===== config.mk =====
export PLATFORM = sky130hd
export DESIGN_NAME = sram_ctrl
export DESIGN_NICKNAME = d
export VERILOG_FILES = /design/src/rtl/sram_ctrl.sv
export SDC_FILE = /design/constraint.sdc
export NUM_CORES = 1
export LEC_CHECK = 0
export ABC_AREA = 1
export CAP_MARGIN = 15
export CORE_MARGIN = 2
export CORE_UTILIZATION = 40
export DETAILED_ROUTE_END_ITERATION = 7
export PLACE_DENSITY = 0.76
export SETUP_SLACK_MARGIN = 0.1
export SLEW_MARGIN = 20
export SYNTH_ARGS = -nofsm -noshare
export SYNTH_HDL_FRONTEND = slang
export SYNTH_SLANG_ARGS = --single-unit

===== constraint.sdc =====
create_clock -name clk -period 3.91 [get_ports clk]
set_clock_uncertainty 0.15 [all_clocks]
set_input_delay 0.5865 -clock clk [delete_from_list [all_inputs] [get_ports clk]]
set_output_delay 0.5865 -clock clk [all_outputs]
set_load 0.01 [all_outputs]

===== src/rtl/sram_ctrl.sv =====
// Single-word bus to async-SRAM strobe sequencer with programmable wait states.
// Optional macro SRAM_CTRL_BYTE_WRITE_EN: honour bus_be on writes (otherwise all four lanes are written).
module sram_ctrl #(
  parameter int ADDR_W      = 20,
  parameter int DATA_W      = 32,
  parameter int WAIT_CYCLES = 1
) (
  input  logic              clk,
  input  logic              rst,
  input  logic [ADDR_W+1:0] bus_addr,
  input  logic              read_op,
  input  logic              write_op,
  input  logic [DATA_W-1:0] bus_data_write,
  input  logic [3:0]        bus_be,
  output logic [DATA_W-1:0] bus_data_read,
  output logic              busy,
  output logic              done,
  output logic [ADDR_W-1:0] sram_addr,
  input  logic [DATA_W-1:0] sram_data_i,
  output logic [DATA_W-1:0] sram_data_o,
  output logic              sram_data_oe,
  output logic              sram_ce_n,
  output logic              sram_oe_n,
  output logic              sram_we_n,
  output logic [3:0]        sram_be_n
);

  typedef enum logic [2:0] {
    S_IDLE,
    S_RD,
    S_WR_SETUP,
    S_WR_PULSE,
    S_WR_HOLD,
    S_DONE
  } state_e;

  localparam logic [3:0] WAIT_LOAD = 4'(WAIT_CYCLES);

  state_e              state_q, state_d;
  logic [3:0]          cnt_q, cnt_d;
  logic [ADDR_W-1:0]   addr_q, addr_d;
  logic [DATA_W-1:0]   wdata_q, wdata_d;
  logic [DATA_W-1:0]   rdata_q, rdata_d;
  logic [3:0]          be_q, be_d;
  logic                busy_q, busy_d;
  logic                done_q, done_d;
  logic                ce_n_q, ce_n_d;
  logic                oe_n_q, oe_n_d;
  logic                we_n_q, we_n_d;
  logic                oe_q, oe_d;
  logic [3:0]          be_n_q, be_n_d;
  logic [3:0]          accept_be;

`ifdef SRAM_CTRL_BYTE_WRITE_EN
  assign accept_be = bus_be;
  logic unused_bits;
  assign unused_bits = ^bus_addr[1:0];
`else
  assign accept_be = 4'hF;
  logic unused_bits;
  assign unused_bits = ^{bus_addr[1:0], bus_be};
`endif

  // Next-state and next-output logic; every output is a register fed from state_d.
  always_comb begin
    state_d = state_q;
    cnt_d   = cnt_q;
    addr_d  = addr_q;
    wdata_d = wdata_q;
    rdata_d = rdata_q;
    be_d    = be_q;

    case (state_q)
      S_IDLE: begin
        if (write_op) begin
          state_d = S_WR_SETUP;
          addr_d  = bus_addr[ADDR_W+1:2];
          wdata_d = bus_data_write;
          be_d    = accept_be;
        end else if (read_op) begin
          state_d = S_RD;
          addr_d  = bus_addr[ADDR_W+1:2];
          cnt_d   = WAIT_LOAD;
        end
      end
      S_RD: begin
        if (cnt_q == 4'd0) begin
          state_d = S_DONE;
          rdata_d = sram_data_i;
        end else begin
          cnt_d = cnt_q - 4'd1;
        end
      end
      S_WR_SETUP: begin
        state_d = S_WR_PULSE;
        cnt_d   = WAIT_LOAD;
      end
      S_WR_PULSE: begin
        if (cnt_q == 4'd0) begin
          state_d = S_WR_HOLD;
        end else begin
          cnt_d = cnt_q - 4'd1;
        end
      end
      S_WR_HOLD: state_d = S_DONE;
      S_DONE:    state_d = S_IDLE;
      default:   state_d = S_IDLE;
    endcase

    ce_n_d = 1'b1;
    oe_n_d = 1'b1;
    we_n_d = 1'b1;
    oe_d   = 1'b0;
    be_n_d = 4'hF;
    busy_d = 1'b0;
    done_d = 1'b0;

    case (state_d)
      S_RD: begin
        ce_n_d = 1'b0;
        oe_n_d = 1'b0;
        be_n_d = 4'h0;
        busy_d = 1'b1;
      end
      S_WR_SETUP, S_WR_HOLD: begin
        ce_n_d = 1'b0;
        oe_d   = 1'b1;
        be_n_d = ~be_d;
        busy_d = 1'b1;
      end
      S_WR_PULSE: begin
        ce_n_d = 1'b0;
        oe_d   = 1'b1;
        be_n_d = ~be_d;
        busy_d = 1'b1;
        // A write with no lanes enabled runs the full sequence without a strobe.
        we_n_d = ~(|be_d);
      end
      S_DONE:  done_d = 1'b1;
      default: ;
    endcase
  end

  always_ff @(posedge clk) begin
    if (!rst) begin
      state_q <= S_IDLE;
      cnt_q   <= 4'd0;
      addr_q  <= '0;
      wdata_q <= '0;
      rdata_q <= '0;
      be_q    <= 4'h0;
      busy_q  <= 1'b0;
      done_q  <= 1'b0;
      ce_n_q  <= 1'b1;
      oe_n_q  <= 1'b1;
      we_n_q  <= 1'b1;
      oe_q    <= 1'b0;
      be_n_q  <= 4'hF;
    end else begin
      state_q <= state_d;
      cnt_q   <= cnt_d;
      addr_q  <= addr_d;
      wdata_q <= wdata_d;
      rdata_q <= rdata_d;
      be_q    <= be_d;
      busy_q  <= busy_d;
      done_q  <= done_d;
      ce_n_q  <= ce_n_d;
      oe_n_q  <= oe_n_d;
      we_n_q  <= we_n_d;
      oe_q    <= oe_d;
      be_n_q  <= be_n_d;
    end
  end

  assign bus_data_read = rdata_q;
  assign busy          = busy_q;
  assign done          = done_q;
  assign sram_addr     = addr_q;
  assign sram_data_o   = wdata_q;
  assign sram_data_oe  = oe_q;
  assign sram_ce_n     = ce_n_q;
  assign sram_oe_n     = oe_n_q;
  assign sram_we_n     = we_n_q;
  assign sram_be_n     = be_n_q;

endmodule


# After elaboration in Yosys (flattened, before gate mapping)
# Index checks and enable logic that the tools add are counted.
# word_totals
reg_bits	105
latch_bits	0
ramBits	0
romBits	0
out_inout_bits	94
wordCells	60
n_memories	0
# op_classes
addsub	1
mul	0
div	0
n_lt_le_gt_ge	0
eq_ne	12
n_shift	0
n_mux	19
bitwise	2
n_reduce_logical	13
# op_table
cell	n
2-to-1 mux 20 bit	2
2-to-1 mux 4 bit	5
one-hot mux 3 bit (5 select lines)	1
equality test 3 x 2 -> 1 bit, second input constant	4
2-to-1 mux 3 bit	4
one-hot mux 4 bit (3 select lines)	1
equality test 3 bit, second input constant	3
one-hot mux 4 bit (2 select lines)	1
AND reduction 2 bit	4
OR reduction 4 bit	2
equality test 3 x 1 -> 1 bit, second input constant	2
!= test 2 bit, second input constant	3
2-to-1 mux 1 bit	5
zero test 4 bit	1
NOT 4 bit	1
AND reduction 4 bit	1
subtractor 4 x 1 -> 4 bit, second input constant	1
zero test 3 bit	1
nonzero test 3 bit	1
OR reduction 3 bit	1
nonzero test 2 bit	1
OR reduction 2 bit	1
NOT 1 bit	1

# Longest topological paths before layout
# logic_depth
word_depth	6
depth_mapped	11
ltp_nobuf	11

# Worst setup path before layout
# No wires, ideal clock.
# synth_path
path_type	register to register
start	register cnt_q[0]
end	register cnt_q[3]
setup_time_ps	117
arrival_time_ps	1322
t_required_ps	3643
setup_slack_ps	2321
path_stages_with_launch	9
n_path_buf	0
period_less_slack_ps	1589
cell_sequence	dfxtp_1 -> inv_1 -> ha_1 -> nand2_2 -> clkinv_2 -> a21oi_1 -> nand2_1 -> o21ai_0 -> nor2_1
# synth_between
elab_chain_len	3
word_cells_on_any_way	6
classes_between	1 x add/sub; 1 x eq/ne; 2 x mux; 2 x reduce/logical
# synth_rtl
item	line	rtl
from (decl)	40	logic [3:0] cnt_q, cnt_d;
from (signal assigned)	161	cnt_q <= cnt_d;
subtractor 4 x 1 -> 4 bit or zero test 4 bit (tied branches)	-	
2-to-1 mux 4 bit or != test 2 bit (tied branches)	-	
one-hot mux 4 bit (3 select lines) or AND reduction 4 bit (tied branches)	-	
# Several ways; a longest one is shown, not always the timed one. The select of a mux whose other input is x is not followed.
# A chain may end at the register's enable or synchronous reset.

# Worst setup path after layout
# layout_path
start	input port rst
end	register addr_q[12] (netlist: sram_addr[12])
# layout_lines
item	line	rtl
from (decl)	9	input logic rst,
to (signal assigned)	162	addr_q <= addr_d;
to (decl)	41	logic [ADDR_W-1:0] addr_q, addr_d;
# No word-level cell between the ends.

==> metrics.md <==
| Metric | Value |
|---|---|
| Status | completed |
| Synth area leader | dfxtp_1 |
| Pin count of the biggest net entering global routing | 42 |
| Synthesized flop and latch total | 105 |
| Final Util | 0.620 |
| Share of cells above drive strength 1 | 0.0997 |
| Drt via density | 4.83 |
| Type of the worst min-delay path | flop to flop |
| Maximum clock insertion buffer count | 2 |
| CTS Hold Bufs | 0 |
| Overflow after GRT | 0 |
| Tot GR Track Use | 0.202 |
| Post-CTS setup buffers | 0 |
| Post-Syn Area | 3980 sq um |
| CP max FO | 32 |
| RSZ-0062 raised after global routing | no |
| CP Data Required Time | 4.06 ns |
| First drt pass iteration count | 4 |
| Initial antenna violation count | 0 |
| Critical Path AT | 2.44 ns |
| Hpwl dp | 7.60 mm |
| Pleak | 2.32 nW |
| CP peak stage delay | 0.64 ns |
| Distinct cell type count of the synthesized netlist | 26 |
| Post-route DRC violation count | 0 |
| H-tree lvl count | 3 |
| Vias in the first global route | 3575 |
| ANT cells | 0 |
| FFs w/ async S/R, synth | 0 |
| Core footprint | 9730 sq um |
| Max-slew violation count | 0 |
| Slowest CP cell | clkinv_1 |
| CTS clk-pin slew, worst paths | 0.10 ns |
| Post-synth top area share | 0.528 |
| Worst Max-Slew Pin Slew | 0.810 ns |
| Most frequent cells after synthesis | nand2_1 (115), dfxtp_1 (105), a21oi_1 (56), nor2_1 (52), nor2_2 (33) |
| Post-synthesis cell count | 490 |
| CTS tree | built |
| Warnings from Yosys | 0 |
| First-pass GRT wire length | 17.8 mm |
| Worst setup EP type | flop |
| CTS sink count | 105 |
| Top post-synthesis cells by area | dfxtp_1 (53%), nand2_1 (11%), a21oi_1 (7.0%) |
| Average wire per standard cell | 13.7 microns |
| Period Utilization, post-route | 0.585 |
| Aggregate negative setup slack | 0 ns |
| Synth Net Count | 586 |
| Rows | 36 |
| Max Clk Rate | 0.437 GHz |
| CP Class | input pin to flop |
| CTS root buffer | clkbuf_8 |
| Syn avg cell area | 8.13 sq um |
| First DRT Iteration DRCs | 168 |
| Clk_lat worst skew | 0.38 ns |
| Synth-to-layout area growth | 51.5% |
| Worst Setup Start Kind | input pin |
| Final min period | 2.29 ns |
| Via count | 3842 |
| Maximum vdd drop | 0.376 mV |
| Die area | 10800 sq um |
| Chip Height | 104 microns |
| Post-synth EDFFs | 0 |
| Relative slew slack | 0.456 |
| Final setup violation count | 0 |
| Num CTS Buffers | 9 |
| Final Hold Viols | 0 |
| Count leader, synth | nand2_1 |
| Crit path cell chain | clkdlybuf4s50_1 -> clkinv_1 -> buf_4 -> a21oi_1 |
| Post_cts resized | 0 |
| MaxCap Viol Count | 0 |
| Final ANT Viol Nets | 0 |
| PortBufs | 181 |
| PwrDens | 699 nW/um^2 |
| Final #Nets | 753 |
| Proportion of synthesized chip area in sequential cells | 0.528 |
| Initial Util | 0.409 |
| Die Width | 104 microns |
| # fillers | 848 |
| Final WL | 10.9 mm |
| Top FF cell, synth | dfxtp_1 |
| Routability cong. | 0.737 |
| Ports | 188 |
-- cell type report --
type	instances	area [sq um]	area share
Sequential cell	105	2100	0.348
Clock inverter	7	100	0.0166
Inverter	19	80.1	0.0133
Timing Repair Buffer	187	1860	0.308
Tap cell	133	166	0.0276
Clock buffer	9	124	0.0205
Multi-Input combinational cell	335	1600	0.266
-- per-stage QoR --
step / total power [mW] / area [sq um] / hold WS [ns] / cells / worst slack, ns
6_report: 4.21 / 6030 / 0.316 / 795 / 1.62
4_1_cts: 4.25 / 6030 / 0.316 / 795 / 1.63
3_3_place_gp: 3.43 / 5810 / 0.296 / 779 / 1.29
2_1_floorplan: 2.69 / 3980 / 0.288 / 490 / 2.32
5_1_grt: 4.51 / 6030 / 0.334 / 795 / 1.48
3_5_place_dp: 3.48 / 5810 / 0.302 / 779 / 1.24
-- worst max-delay path: cells and delay by family --
family,cells,cell delay (ns)
compound gates,1,0.17
buf+inv,3,1.66
-- power breakdown --
group          switching (mW)  internal [mW]  total (mW)
registers               0.173           1.40        1.57
logic                    1.02          0.862        1.88
clock network           0.393          0.368       0.761
total                    1.59           2.63        4.21
-- final timing paths --
check / start / to / slack [ns] / cells past startpoint
max: rst / sram_addr[12] / 1.62 / 4
min: sram_addr[7] / sram_addr[7] / 0.32 / 2
max reg2reg: cnt_q[0] / bus_data_read[0] / 1.78 / 10
min reg2reg: sram_addr[7] / sram_addr[7] / 0.32 / 2
-- registers in the layout, indices dropped and copies added (netlist names) --
register / cells
be_q: 4
bus_data_read: 32
busy: 1
cnt_q: 4
done: 1
sram_addr: 20
sram_be_n: 4
sram_ce_n: 1
sram_data_o: 32
sram_data_oe: 1
sram_oe_n: 1
sram_we_n: 1
state_q: 3
-- logic make-up (layout without fill, tap and decap cells) --
logic type | count (synthesis) | after routing | synth area share
adders and majority gates | 2 | 2 | 0.00628
buffers and inverters | 50 | 222 | 0.0691
and+or+nand+nor | 223 | 223 | 0.246
DFF | 105 | 105 | 0.528
AOI/OAI and AO/OA | 110 | 110 | 0.151
-- layout by cell type, fill, tap and decap left out, types with 2 or more instances in the layout --
| cell | count |
|---|---|
| dfxtp_1 | 105 |
| nand2_1 | 115 |
| nor2_2 | 33 |
| nand2_2 | 3 |
| bufinv_16 | 2 |
| nand3_1 | 12 |
| clkinv_4 | 2 |
| inv_6 | 3 |
| nand4_1 | 2 |
| buf_4 | 6 |
| inv_2 | 2 |
| nor3_1 | 3 |
| nor2_1 | 52 |
| inv_1 | 13 |
| clkdlybuf4s50_1 | 181 |
| o21ai_0 | 3 |
| clkbuf_8 | 9 |
| o211ai_1 | 20 |
| a21oi_1 | 56 |
| o21ai_1 | 31 |
| ha_1 | 2 |
| clkinv_2 | 2 |
-- layer usage --
metal  routed length (microns)  global-route usage  share of wire
met1                      4930               0.263           0.45
met2                      4640               0.307           0.43
met3                      1170              0.0793           0.11
met4                       170              0.0676          0.016
met5                         0                   0              0
Power figures use the tool's default switching activity.
